### config.mk
export PLATFORM = sky130hd
export DESIGN_NAME = stride_addr_seq
export DESIGN_NICKNAME = d
export VERILOG_FILES = /design/src/rtl/stride_addr_seq.sv
export SDC_FILE = /design/constraint.sdc
export NUM_CORES = 1
export LEC_CHECK = 0
export ABC_CLOCK_PERIOD_IN_PS = 5100
export CAP_MARGIN = 20
export CORE_ASPECT_RATIO = 0.7
export CORE_MARGIN = 3
export CORE_UTILIZATION = 55
export CTS_CLUSTER_DIAMETER = 60
export DETAILED_ROUTE_END_ITERATION = 12
export HOLD_SLACK_MARGIN = 0.08
export PLACE_DENSITY_LB_ADDON = 0.15
export RECOVER_POWER = 50
export SETUP_SLACK_MARGIN = 0.1
export SYNTH_ARGS = -nofsm -noshare
export SYNTH_HDL_FRONTEND = slang
export SYNTH_SLANG_ARGS = --single-unit
### constraint.sdc
create_clock -name clock -period 5.1 [get_ports clock]
set_input_delay 0.51 -clock clock [delete_from_list [all_inputs] [get_ports clock]]
set_output_delay 0.51 -clock clock [all_outputs]
set_load 0.01 [all_outputs]
### src/rtl/stride_addr_seq.sv
// Strided address sequencer: turns a granted lane's Base/Stride/Length into
// one memory address per beat (Base + i*Stride) over a valid/ready handshake,
// then pulses the owning lane's Term line to release the arbiter grant.
module stride_addr_seq #(
    parameter int unsigned WIDTH_ADDR   = 12,
    parameter int unsigned WIDTH_STRIDE = 12
) (
    input  logic                    clock,
    input  logic                    reset,
    input  logic [1:0]              I_GrantNo,
    input  logic [WIDTH_ADDR-1:0]   I_Length,
    input  logic [WIDTH_STRIDE-1:0] I_Stride,
    input  logic [WIDTH_ADDR-1:0]   I_Base_Addr,
    input  logic                    I_Rdy,
    output logic                    O_Vld,
    output logic [WIDTH_ADDR-1:0]   O_Addr,
    output logic                    O_Last,
    output logic                    O_Busy,
    output logic [1:0]              O_LaneNo,
    output logic                    O_Term1,
    output logic                    O_Term2,
    output logic                    O_Term3
);

    typedef enum logic [1:0] {
        S_IDLE = 2'd0,
        S_RUN  = 2'd1,
        S_TERM = 2'd2
    } state_t;

    state_t state;
    state_t state_nxt;

    logic [WIDTH_ADDR-1:0] r_addr;
    logic [WIDTH_ADDR-1:0] r_stride;
    logic [WIDTH_ADDR-1:0] r_length;
    logic [WIDTH_ADDR-1:0] r_cnt;
    logic [1:0]            r_lane;
    logic                  r_armed;

    logic start_c;
    logic fire_c;
    logic last_c;

    // A grant is accepted only once IDLE has seen the grant line low since the last Term.
    assign start_c = (state == S_IDLE) && r_armed && (I_GrantNo != 2'd0);
    assign fire_c  = (state == S_RUN) && I_Rdy;
    assign last_c  = (r_cnt == (r_length - WIDTH_ADDR'(1)));

    // State register.
    always_ff @(posedge clock) begin
        if (reset) begin
            state <= S_IDLE;
        end else begin
            state <= state_nxt;
        end
    end

    // Next-state logic.
    always_comb begin
        state_nxt = state;
        case (state)
            S_IDLE: begin
                if (start_c) begin
                    state_nxt = (I_Length == '0) ? S_TERM : S_RUN;
                end
            end
            S_RUN: begin
                if (fire_c && last_c) begin
                    state_nxt = S_TERM;
                end
            end
            S_TERM:  state_nxt = S_IDLE;
            default: state_nxt = S_IDLE;
        endcase
    end

    // Sequence context: latched at start, advanced on every fired beat.
    always_ff @(posedge clock) begin
        if (reset) begin
            r_addr   <= '0;
            r_stride <= '0;
            r_length <= '0;
            r_cnt    <= '0;
            r_lane   <= 2'd0;
        end else if (start_c) begin
            r_addr   <= I_Base_Addr;
            r_stride <= WIDTH_ADDR'(I_Stride);
            r_length <= I_Length;
            r_cnt    <= '0;
            r_lane   <= I_GrantNo;
        end else if (fire_c) begin
            r_addr   <= r_addr + r_stride;
            r_cnt    <= r_cnt + WIDTH_ADDR'(1);
        end
    end

    // Re-arm guard: disarm on Term, re-arm once the stale grant has dropped.
    always_ff @(posedge clock) begin
        if (reset) begin
            r_armed <= 1'b1;
        end else if (state == S_TERM) begin
            r_armed <= 1'b0;
        end else if ((state == S_IDLE) && (I_GrantNo == 2'd0)) begin
            r_armed <= 1'b1;
        end
    end

    // Output decode from registered state and context only.
    always_comb begin
        O_Vld    = 1'b0;
        O_Addr   = r_addr;
        O_Last   = 1'b0;
        O_Busy   = 1'b0;
        O_LaneNo = 2'd0;
        O_Term1  = 1'b0;
        O_Term2  = 1'b0;
        O_Term3  = 1'b0;
        case (state)
            S_RUN: begin
                O_Vld    = 1'b1;
                O_Last   = last_c;
                O_Busy   = 1'b1;
                O_LaneNo = r_lane;
            end
            S_TERM: begin
                O_Busy   = 1'b1;
                O_LaneNo = r_lane;
                O_Term1  = (r_lane == 2'd1);
                O_Term2  = (r_lane == 2'd2);
                O_Term3  = (r_lane == 2'd3);
            end
            default: ;
        endcase
    end

endmodule

# == Word level (Yosys, flattened, before mapping) ==
# Cells that the tools add are included.
# totals
regBits,53
latchBits,0
ram_bits,0
mem_bits_ro,0
inputBits,41
n_memories,0
# classes
n_addsub,3
n_mul,0
n_div,0
n_lt_le_gt_ge,0
n_eq_ne,8
shift,0
mux,15
bitwise_logic,0
n_reduce_logical,14
# op_table
op,count
12-bit 2-to-1 mux,2
12-bit by 1-bit adder with 12-bit output (second input constant),1
12-bit adder,1
12-bit equality test,1
12-bit zero test,1
12-bit by 1-bit subtractor with 12-bit output (second input constant),1
1-bit 2-to-1 mux,8
2-bit 2-to-1 mux,4
2-bit equality test (second input constant),3
2-bit nonzero test,3
1-bit logical AND,5
2-bit by 1-bit equality test with 1-bit output (second input constant),2
2-bit zero test,2
2-bit case mux with 2 select lines,1
2-bit OR reduction,2
2-bit by 1-bit inequality test with 1-bit output (second input constant),1
2-bit inequality test (second input constant),1
2-bit AND reduction,1

# == Depth between registers and ports, before layout ==
# Gate-level depths: netlist of the first run.
# depth
word_depth,5
ltp_mapped,11
depth_no_buf,11

# == Worst setup path before layout of the first run ==
# Ideal clock, no wire load.
# synth_timing
kind,reg-to-output
start,register r_length[0]
end,output port O_Last
t_arrival_ps,2194
t_required_ps,4590
path_slack_ps,2396
stages_incl_launch_ff,10
n_path_buf,1
cell_sequence,dfxtp_1 > inv_1 > ha_1 > buf_4 > xor2_1 > nor2_1 > a211oi_1 > or3_1 > or4_4 > nor3b_1
# synth_between
elab_chain_cells,3
# synth_rtl
item,line,text
start: declaration,36,logic [WIDTH_ADDR-1:0] r_length;
start signal: assignment,89,r_length <= I_Length;
12-bit by 1-bit subtractor with 12-bit output,48,assign last_c = (r_cnt == (r_length - WIDTH_ADDR'(1)));
12-bit equality test,48,
1-bit 2-to-1 mux,119,case (state)
end: declaration,17,"output logic O_Last,"
# Every way passes these cells.

# == Final worst setup path of the first run ==
# Ends and elaborated chain as after synthesis.

==> results.py, run 1 <==
metrics = {
    "timing": {
        "finalMaxSlewViolations": 40,
        "max_freq_mhz": 272,
        "timing.final.setup_violations": 0,
        "final.setup.worst_slack_ps": 1430,
        "min_period_ps": 3670,
        "tightestPinTransition_ps": 1800,
        "slew-limit-headroom": -0.198,
        "final.hold.worst_slack_ps": 465,
        "min_period_over_period": 0.720,
        "fin_tns_setup_ps": 0,
        "rsz0062_at_grt": "false",
        "skew_ps": 3.82,
        "hold_viol_final": 0,
    },
    "die": {
        "floorplan.rows": 21,
        "chipWidth_um": 94.6,
        "initial_utilization": 0.599,
        "design.core.area_um2": 5040,
        "ios": 61,
        "die_footprint_um2": 6440,
        "die_h_um": 68.0,
    },
    "synthesis": {
        "synth_flop_cell": "dfxtp_1",
        "postSynthNetCount": 448,
        "synth-xor-area-share": 0.0811,
        "yosysWarningCount": 0,
        "synthesis.instances": 390,
        "synth-async-reset-ratio": 0,
        "post-synth-top-area-cell": "dfxtp_1",
        "portion_of_synthesized_cell_area_occupied_by_the_leading_cell_type": 0.351,
        "synth_compound_gate_area_share": 0.194,
        "post_synth_and_or_nand_nor_area_fraction": 0.251,
        "synth_area_um2": 3020,
        "synth_edf_count": 0,
        "dominant_combinational_cell_family_by_area_after_synthesis": "simple AND/OR/NAND/NOR gates",
        "synth_area_per_cell_um2": 7.75,
        "synthTopCellsByArea": "dfxtp_1, nand2_1, a21oi_1",
        "ys_seq_area_frac": 0.351,
        "yosys_register_bits": 53,
        "yosys-mux-area-fraction": 0.00662,
        "synth_adder_area_share": 0.0728,
        "yosys.cell_types.count": 52,
    },
    "power": {
        "pwr_density_cell_nw_per_um2": 504,
        "peak_vdd_ir_mv": 0.268,
        "total_leakage_power_nw": 1.50,
    },
    "grt": {
        "grt_usage": 0.250,
        "grt_max_degree": 40,
        "grt_antenna_before_repair": 0,
        "grt_overflow_total": 0,
        "global_route_wire_length_before_repair_um": 12700,
        "grt_pass1_vias": 2647,
    },
    "routing": {
        "vias": 2923,
        "routed-wl-met2_um": 3140,
        "route.detailed.wl_per_inst_um": 14.9,
        "drt_iter0_drc": 228,
        "met1Wirelength_um": 3690,
        "antenna_violation_net_count_after_detailed_routing": 0,
        "route.detailed.drc": 0,
        "detail_route.first_pass.iterations": 4,
        "top_layer": "met4",
        "wl_met3_um": 772,
        "finalWirelength_um": 7640,
        "post_drt_via_cell_ratio": 5.70,
    },
    "clock_tree": {
        "worst_setup_hold_path_clk_slew_ps": 90,
        "ctsRootBufferMaster": "clkbuf_8",
        "cts-root-to-sink-buffers": 2,
        "h-tree-depth": 2,
        "postCtsSetupRepairBufs": 0,
        "numClockSinks": 53,
        "cts.repair.resized": 0,
        "clkLatencyLatePin_ps": 300,
        "cts-buffers-inserted": 5,
        "cts.hold.buffers_added": 0,
        "tritoncts": "yes",
    },
    "critical_path": {
        "crit_path_end_kind": "output pin",
        "worst-path-buf-inv": 2,
        "critical-path-slowest-cell": "clkdlybuf4s50_1",
        "critical-path-top-delay-family": "simple AND/OR/NAND/NOR gates",
        "worst_ep_arrival_time_ps": 3160,
        "worstPathMaxFanout": 10,
        "cpPeakStageDelay_ps": 570,
        "ordered_cell_list_for_the_critical_path": "inv_1 -> ha_1 -> o21ai_0 -> a211oi_1 -> or3_1 -> or4_4 -> nor3b_1 -> clkdlybuf4s50_1",
        "critPathLaunchType": "flip-flop",
        "critical_path_required_ps": 4590,
        "critPathKind": "flip-flop to output pin",
    },
    "layout": {
        "layout_overhead_on_the_synthesized_area_pct": 23.5,
        "final_nets": 501,
        "drive_above_1_share": 0.0428,
        "antenna_cells_inserted": 0,
        "post-route-cell-area_um2": 3730,
        "final_util": 0.740,
    },
    "placement": {
        "post-place-ws_ps": 1800,
        "dp.final_hpwl_um": 5680,
        "postPlaceCellArea_um2": 3650,
        "port-buffer-count": 60,
        "place.gp.congestion": 0.891,
    },
    "status": {
        "violations": "max-capacitance violations, max-slew violations",
        "status": "finished, violations left",
    },
    "hold_path": {
        "worstHoldPathType": "flip-flop to flip-flop",
    },
    "flow_run": {
        "max_cap_violations": 1,
    },
}
[synthesized netlist by cell type, types with 2 or more instances]
library cell and number:
nand3_1 3, o21ai_1 4, buf_1 4, clkbuf_1 10, nor3_1 14, a31oi_1 2, nor2b_1 4, and3_1 4
a31o_2 2, xnor2_1 16, inv_1 14, or3_1 5, and2_1 4, dfxtp_1 53, a21oi_1 43, o31ai_1 2
nor4_1 5, o21ai_0 9, ha_1 16, o311a_1 2, nand2_1 83, xor2_1 12, a311oi_1 5, a21o_1 3
o21a_1 3, nand4_1 3, mux2i_1 2, a211oi_1 8, nor2_1 32
[metrics by stage]
step | power, mW | std cells
global route | 2.05 | 513
floorplan | 1.35 | 390
finish | 1.88 | 513
CTS | 1.91 | 513
detailed placement | 1.67 | 505
global placement | 1.64 | 505
[per-layer routing]
layer | vias up | track usage
met3 | 4 | 0.0473
met1 | 1347 | 0.368
li1 | 1460 | -
met5 | - | 0
met4 | 0 | 0.0576
met2 | 112 | 0.379
[flip-flops by register name, summed over array words and instances, names as in the netlist]
| register | cells |
|---|---|
| r_stride | 12 |
| state | 2 |
| r_length | 12 |
| r_lane | 2 |
| r_armed | 1 |
| r_cnt | 12 |
| O_Addr | 12 |
[cells by family (layout without fill, tap and decap cells)]
group | after synthesis | count (layout)
buf+inv | 31 | 85
mux | 2 | 2
simple gates | 166 | 166
flops | 53 | 53
xor+xnor | 28 | 28
compound gates | 93 | 93
fa+ha+maj | 17 | 17
[worst register-to-register path, cell delays in order, from the launching register on]
cell      delay (ps)
dfxtp_1          450
inv_1             70
ha_1             330
o21ai_0          270
a211oi_1         110
or3_1            370
or4_4            500
o31ai_2          330
nand2_1          120
a211oi_1         280
[worst paths after layout]
path                            start                  endpoint  slack, ps  cells past startpoint
max reg2reg  r_length[0]$_SDFFE_PP0P_     state[1]$_SDFFE_PP0P_       2160                      9
max          r_length[0]$_SDFFE_PP0P_                    O_Last       1430                      8
min          r_stride[6]$_SDFFE_PP0P_  r_stride[6]$_SDFFE_PP0P_        470                      2
min reg2reg  r_stride[6]$_SDFFE_PP0P_  r_stride[6]$_SDFFE_PP0P_        470                      2
[cell type report]
type | count | area, µm²
multi-input cells | 306 | 1830
fillers | 422 | 1310
flip-flops and latches | 53 | 1060
repair buffers | 63 | 619
well taps | 69 | 86.3
clock buffers | 6 | 72.6
inverters | 14 | 52.6
clock inverters | 2 | 10.0
[where the power goes]
part	switching [mW]	internal (mW)
Combinational	0.582	0.441
Clock	0.134	0.0956
Sequential	0.105	0.525
[layout by cell type, fill, tap and decap left out, drive strengths merged, types with 6 or more instances in the layout]
master,Yosys,final
nor3,14,14
xnor2,16,16
o21ai,14,14
dfxtp,53,53
dlygate4sd3,0,18
a21oi,44,44
clkbuf,10,7
nand2,83,83
inv,14,14
nor2,32,32
a211oi,8,8
nor4,6,6
xor2,12,12
ha,16,16
clkdlybuf4s50,0,42
Power figures use the tool's default switching activity.
==> run 2, diff against run 1 <==
--- a/config.mk
+++ b/config.mk
@@ -5,11 +5,11 @@
 export SDC_FILE = /design/constraint.sdc
 export NUM_CORES = 1
 export LEC_CHECK = 0
-export ABC_CLOCK_PERIOD_IN_PS = 5100
+export ABC_CLOCK_PERIOD_IN_PS = 3200
 export CAP_MARGIN = 20
 export CORE_ASPECT_RATIO = 0.7
 export CORE_MARGIN = 3
-export CORE_UTILIZATION = 55
+export CORE_UTILIZATION = 47
 export CTS_CLUSTER_DIAMETER = 60
 export DETAILED_ROUTE_END_ITERATION = 12
 export HOLD_SLACK_MARGIN = 0.08
==> constraint.sdc (replaced) <==
create_clock -name clock -period 3.2 [get_ports clock]
set_input_delay 0.32 -clock clock [delete_from_list [all_inputs] [get_ports clock]]
set_output_delay 0.32 -clock clock [all_outputs]
set_load 0.01 [all_outputs]
==> run 2 against run 1 <==
Effect of this change:
- the flow now finishes without violations
- power rose by 70%
- hold slack barely moved
- final area rose by 2.3%
- cell count rose by 1.8%
- critical endpoint unchanged
- largest cell class unchanged
- register-to-register slack got worse by 1700 ps
- sequential share of layout area fell by 0.60 points
- global-route usage fell by 3.8 points
- clock power rose by 130%
- sequential power rose by 60%
- combinational power rose by 63%
- count of clock-buffer cells in the layout fell by 1
- largest power group unchanged
==> results.py, run 2 (same netlist as run 1, synthesis figures left out) <==
metrics = {
    "status": {
        "status": "finished, final reports clean",
    },
    "layout": {
        "fillerInstances": 527,
        "antenna_cells_inserted": 0,
        "layout_overhead_on_the_synthesized_area_pct": 26.3,
        "final_nets": 504,
        "most_common_library_cell_in_the_layout_ignoring_fill_and_taps": "nand2_1",
        "final_cell_count_no_fill": 522,
        "drive_above_1_share": 0.0559,
        "most-common-layout-cells": "nand2_1, dfxtp_1, a21oi_1",
    },
    "hold_path": {
        "worstHoldPathType": "flip-flop to flip-flop",
    },
    "critical_path": {
        "worst_r2r_endpoint": "state[0]$_SDFFE_PP0P_",
        "critPathLaunchType": "flip-flop",
        "critical_path_start": "r_length[0]$_SDFFE_PP0P_",
        "crit_path_capture": "O_Last",
        "crit-reg2reg-launch": "r_length[0]$_SDFFE_PP0P_",
        "critical_path_required_ps": 2880,
        "worst_ep_arrival_time_ps": 2650,
        "ff2ff_path_depth": 10,
        "critPathKind": "flip-flop to output pin",
        "critical-path-slowest-cell": "or4_4",
        "crit_path_end_kind": "output pin",
        "r2r_setup_slack_ps": 430,
        "worstPathMaxFanout": 10,
        "ordered_cell_list_for_the_critical_path": "inv_1 -> ha_4 -> nand2_1 -> o31ai_1 -> o2111ai_1 -> or3_1 -> or4_4 -> nor3b_1 -> clkbuf_2",
        "cpPeakStageDelay_ps": 500,
    },
    "routing": {
        "drt_iter0_drc": 178,
        "detail_route.first_pass.iterations": 5,
        "antenna_violation_net_count_after_detailed_routing": 0,
        "post_drt_via_cell_ratio": 5.56,
        "vias": 2904,
        "finalWirelength_um": 7720,
        "route.detailed.drc": 0,
        "route.detailed.wl_per_inst_um": 14.8,
    },
    "grt": {
        "global_route_wire_length_before_repair_um": 12500,
        "grt_usage": 0.212,
        "grt_overflow_total": 0,
        "grt_antenna_before_repair": 0,
        "grt_max_degree": 25,
        "grt_pass1_vias": 2697,
    },
    "die": {
        "die_footprint_um2": 7450,
        "ios": 61,
        "floorplan.rows": 23,
        "chipWidth_um": 102,
        "design.core.area_um2": 5960,
        "die_h_um": 73.1,
        "initial_utilization": 0.507,
    },
    "timing": {
        "rsz0062_at_grt": "false",
        "skew_ps": 6.57,
        "timing.final.setup_violations": 0,
        "slew-limit-headroom": 0.185,
        "max_freq_mhz": 337,
        "min_period_ps": 2970,
        "hold_viol_final": 0,
        "fin_tns_setup_ps": 0,
        "tightestPinTransition_ps": 1220,
        "finalMaxSlewViolations": 0,
        "min_period_over_period": 0.927,
    },
    "power": {
        "pwr_density_cell_nw_per_um2": 840,
        "total_leakage_power_nw": 1.54,
        "power_frac_comb": 0.518,
        "share_seq_of_total_power": 0.315,
        "power.share.switching": 0.418,
        "switching_power_mw": 1.34,
        "internal_power_mw": 1.87,
        "clockPowerShare": 0.168,
        "peak_vdd_ir_mv": 0.362,
    },
    "clock_tree": {
        "cts-buffers-inserted": 5,
        "numClockSinks": 53,
        "cts-root-to-sink-buffers": 2,
        "ctsRootBufferMaster": "clkbuf_8",
        "worst_setup_hold_path_clk_slew_ps": 100,
        "clkLatencyLatePin_ps": 310,
        "h-tree-depth": 2,
        "tritoncts": "yes",
    },
    "placement": {
        "port-buffer-count": 60,
        "dp.final_hpwl_um": 5850,
        "place.gp.congestion": 0.901,
        "count_of_placed_standard_cells_including_taps": 512,
    },
    "flow_run": {
        "max_cap_violations": 0,
    },
}
-- run 2: cell types whose count changed in the layout (fill, tap and decap cells not counted), sizes merged --
cell,delta
clkdlybuf4s50,-2
clkbuf,+1
clkinv,-1
dlygate4sd3,+1
bufinv,+2
buf,+2
-- run 2: how the worst min path moves through the flow --
stage	startpoint	endpoint	depth (start not counted)
after floorplan	r_stride[0]$_SDFFE_PP0P_	r_stride[0]$_SDFFE_PP0P_	2
after global placement	r_stride[7]$_SDFFE_PP0P_	r_stride[7]$_SDFFE_PP0P_	2
after detailed placement	r_stride[7]$_SDFFE_PP0P_	r_stride[7]$_SDFFE_PP0P_	2
after CTS	r_stride[7]$_SDFFE_PP0P_	r_stride[7]$_SDFFE_PP0P_	2
after global routing	r_stride[7]$_SDFFE_PP0P_	r_stride[7]$_SDFFE_PP0P_	2
final	r_stride[7]$_SDFFE_PP0P_	r_stride[7]$_SDFFE_PP0P_	2
-- run 2: power groups by stage --
stage / logic (mW) / registers, mW / clock network, mW
CTS: 1.73 / 1.01 / 0.545
global placement: 1.65 / 1.01 / 0
finish: 1.66 / 1.01 / 0.538
detailed placement: 1.68 / 1.02 / 0
global route: 1.85 / 1.03 / 0.566
floorplan: 1.15 / 1.01 / 0
-- run 2: final cells by class --
| class | count | area [µm²] | area share |
|---|---|---|---|
| flip-flops and latches | 53 | 1060 | 0.278 |
| clock buffers | 5 | 68.8 | 0.0180 |
| inverters | 14 | 52.6 | 0.0138 |
| repair buffers | 66 | 634 | 0.166 |
| multi-input cells | 306 | 1840 | 0.482 |
| clock inverters | 3 | 65.1 | 0.0170 |
| well taps | 75 | 93.8 | 0.0246 |
-- run 2: per-stage QoR --
step / total power [mW] / cell area [µm²] / setup WS, ps / hold slack, ps / utilization
after floorplan: 2.16 / 3020 / 646 / 440 / -
after detailed placement: 2.70 / 3680 / 73.9 / 453 / 0.618
after CTS: 3.28 / 3840 / 152 / 467 / 0.645
after global routing: 3.45 / 3820 / 120 / 482 / 0.641
after global placement: 2.66 / 3680 / 158 / 451 / 0.618
final: 3.21 / 3820 / 232 / 465 / 0.641
-- run 2: per-layer routing --
layer | up-vias | share of wire | GRT usage | wire length, µm
li1 | 1466 | - | - | -
met4 | 0 | 0.010 | 0.0553 | 78
met2 | 108 | 0.40 | 0.309 | 3070
met1 | 1320 | 0.51 | 0.316 | 3900
met3 | 10 | 0.086 | 0.0478 | 665
met5 | - | 0 | 0 | 0
-- run 2: worst max-delay path, delay by kind of cell, from the launching register on --
kind | cells | cell delay [ps]
buffers and inverters | 2 | 270
AOI/OAI and AO/OA | 2 | 400
DFF | 1 | 360
adders and majority gates | 1 | 200
and+or+nand+nor | 4 | 1110
-- run 2: timing repair --
item	4_1_cts	5_1_grt
hold buffers	0	0
resized for setup	4	2
pin swaps	1	0
setup buffers	2	0
setup endpoints to repair	1	1
==> run 3, diff against run 2 <==
--- a/config.mk
+++ b/config.mk
@@ -9,13 +9,15 @@
 export CAP_MARGIN = 20
 export CORE_ASPECT_RATIO = 0.7
 export CORE_MARGIN = 3
-export CORE_UTILIZATION = 47
+export CORE_UTILIZATION = 55
 export CTS_CLUSTER_DIAMETER = 60
 export DETAILED_ROUTE_END_ITERATION = 12
+export DONT_BUFFER_PORTS = 1
 export HOLD_SLACK_MARGIN = 0.08
 export PLACE_DENSITY_LB_ADDON = 0.15
 export RECOVER_POWER = 50
 export SETUP_SLACK_MARGIN = 0.1
+export SKIP_CTS_REPAIR_TIMING = 1
 export SYNTH_ARGS = -nofsm -noshare
 export SYNTH_HDL_FRONTEND = slang
 export SYNTH_SLANG_ARGS = --single-unit
==> run 3 against run 2 <==
Effect of this change:
- sequential cell count did not move
- final area is 17% lower
- critical path depth down 1
- die area fell by 14%
- utilization fell by 1.6 points
- sequential share of layout area up 5.8 points
- sequential power rose by 4%
- cell count fell by 13%
- count of clock-buffer cells in the layout rose by 3
- critical path type unchanged
==> results.py, run 3 (same netlist as run 1, synthesis figures left out) <==
metrics = {
    "die": {
        "floorplan.rows": 21,
        "die_footprint_um2": 6440,
        "ios": 61,
        "die_h_um": 68.0,
        "initial_utilization": 0.599,
        "chipWidth_um": 94.6,
        "design.core.area_um2": 5040,
    },
    "critical_path": {
        "critical_path_required_ps": 2880,
        "cpPeakStageDelay_ps": 510,
        "ff2ff_path_depth": 6,
        "crit_path_end_kind": "output pin",
        "worstPathMaxFanout": 6,
        "critical-path-slowest-cell": "or4_4",
        "critPathKind": "flip-flop to output pin",
        "worst_r2r_endpoint": "r_cnt[6]$_SDFFE_PP0P_",
        "ordered_cell_list_for_the_critical_path": "inv_1 -> ha_2 -> xnor2_1 -> nor2_1 -> o2111ai_1 -> or3_1 -> or4_4 -> nor3b_2",
        "worst-path-buf-inv": 1,
        "r2r_setup_slack_ps": 330,
        "crit-reg2reg-launch": "state[0]$_SDFFE_PP0P_",
        "critPathLaunchType": "flip-flop",
        "worst_ep_arrival_time_ps": 2550,
        "critical-path-top-delay-family": "simple AND/OR/NAND/NOR gates",
    },
    "grt": {
        "grt_usage": 0.237,
        "gr-max-usage-layer": "met1",
        "global_route_wire_length_before_repair_um": 11800,
        "grt_antenna_before_repair": 0,
        "grt_pass1_vias": 2391,
        "grt_overflow_total": 0,
        "met2_usage": 0.325,
        "grt.met3_usage": 0.0670,
        "groute.layer.met1.usage": 0.352,
        "grt_max_degree": 40,
    },
    "routing": {
        "route.detailed.wl_per_inst_um": 16.0,
        "post_drt_via_cell_ratio": 5.87,
        "route.detailed.drc": 0,
        "antenna_violation_net_count_after_detailed_routing": 0,
        "detail_route.first_pass.iterations": 4,
        "vias": 2657,
        "finalWirelength_um": 7260,
        "drt_iter0_drc": 182,
    },
    "layout": {
        "drive_above_1_share": 0.0521,
        "layout_overhead_on_the_synthesized_area_pct": 4.35,
        "post-route-cell-area_um2": 3150,
        "final_nets": 441,
        "final_util": 0.625,
        "most-common-layout-cells": "nand2_1, dfxtp_1, a21oi_1",
        "antenna_cells_inserted": 0,
        "final_cell_count_no_fill": 453,
        "most_common_library_cell_in_the_layout_ignoring_fill_and_taps": "nand2_1",
    },
    "timing": {
        "finalMaxSlewViolations": 0,
        "slew-limit-headroom": 0.0659,
        "max_freq_mhz": 349,
        "tightestPinTransition_ps": 1400,
        "min_period_ps": 2870,
        "fin_tns_setup_ps": 0,
        "timing.final.setup_violations": 0,
        "hold_viol_final": 0,
        "min_period_over_period": 0.896,
        "rsz0062_at_grt": "false",
        "skew_ps": 14.6,
    },
    "clock_tree": {
        "worst_setup_hold_path_clk_slew_ps": 100,
        "cts-root-to-sink-buffers": 2,
        "h-tree-depth": 2,
        "numClockSinks": 53,
        "cts-buffers-inserted": 5,
        "ctsRootBufferMaster": "clkbuf_8",
        "tritoncts": "yes",
        "clkLatencyLatePin_ps": 310,
    },
    "hold_path": {
        "min_path_cells": 2,
        "worst_hold_path.endpoint": "r_length[5]$_SDFFE_PP0P_",
        "worstHoldPathType": "primary input to flip-flop",
        "timing.hold.worst.start": "I_Length[5]",
    },
    "power": {
        "total_leakage_power_nw": 1.23,
        "final_power_mw": 2.85,
        "pwr_density_cell_nw_per_um2": 902,
        "peak_vdd_ir_mv": 0.483,
    },
    "placement": {
        "postPlaceCellArea_um2": 3050,
        "port-buffer-count": 0,
        "place.gp.congestion": 0.908,
        "dp.final_hpwl_um": 5330,
        "count_of_placed_standard_cells_including_taps": 444,
    },
    "status": {
        "status": "finished, final reports clean",
    },
    "flow_run": {
        "max_cap_violations": 0,
    },
}
==> run 3: power by group <==
part	switching, mW	internal, mW
clock network	0.211	0.156
logic	0.872	0.554
registers	0.215	0.837
total	1.30	1.55
==> run 3: layout make-up <==
class | instances | area [µm²]
multi-input combinational | 306 | 1840
tap | 69 | 86.3
fill | 488 | 1890
timing repair buffer | 3 | 35.0
clock buffer | 8 | 80.1
inverter | 14 | 52.6
sequential | 53 | 1060
==> run 3: per-layer routing <==
layer / vias up / wire length [µm]
li1: 1335 / -
met1: 1232 / 3670
met2: 82 / 2840
met3: 8 / 671
met4: 0 / 79
met5: - / 0
==> run 3: per-stage QoR <==
stage,hold slack [ps],setup slack (ps)
CTS,63.1,129
floorplan,440,646
detailed placement,394,458
finish,135,332
global placement,393,519
global route,129,101
==> run 3: worst max path at each step <==
| stage | from | endpoint | slack (ps) | cells after the start |
|---|---|---|---|---|
| 6_report | r_length[0]$_SDFFE_PP0P_ | O_Last | 330 | 8 |
| 3_3_place_gp | r_length[0]$_SDFFE_PP0P_ | state[0]$_SDFFE_PP0P_ | 520 | 10 |
| 5_1_grt | state[0]$_SDFFE_PP0P_ | r_cnt[6]$_SDFFE_PP0P_ | 100 | 6 |
| 4_1_cts | r_length[0]$_SDFFE_PP0P_ | O_Last | 130 | 8 |
| 2_1_floorplan | r_length[0]$_SDFFE_PP0P_ | state[0]$_SDFFE_PP0P_ | 650 | 11 |
| 3_5_place_dp | r_length[0]$_SDFFE_PP0P_ | state[0]$_SDFFE_PP0P_ | 460 | 10 |
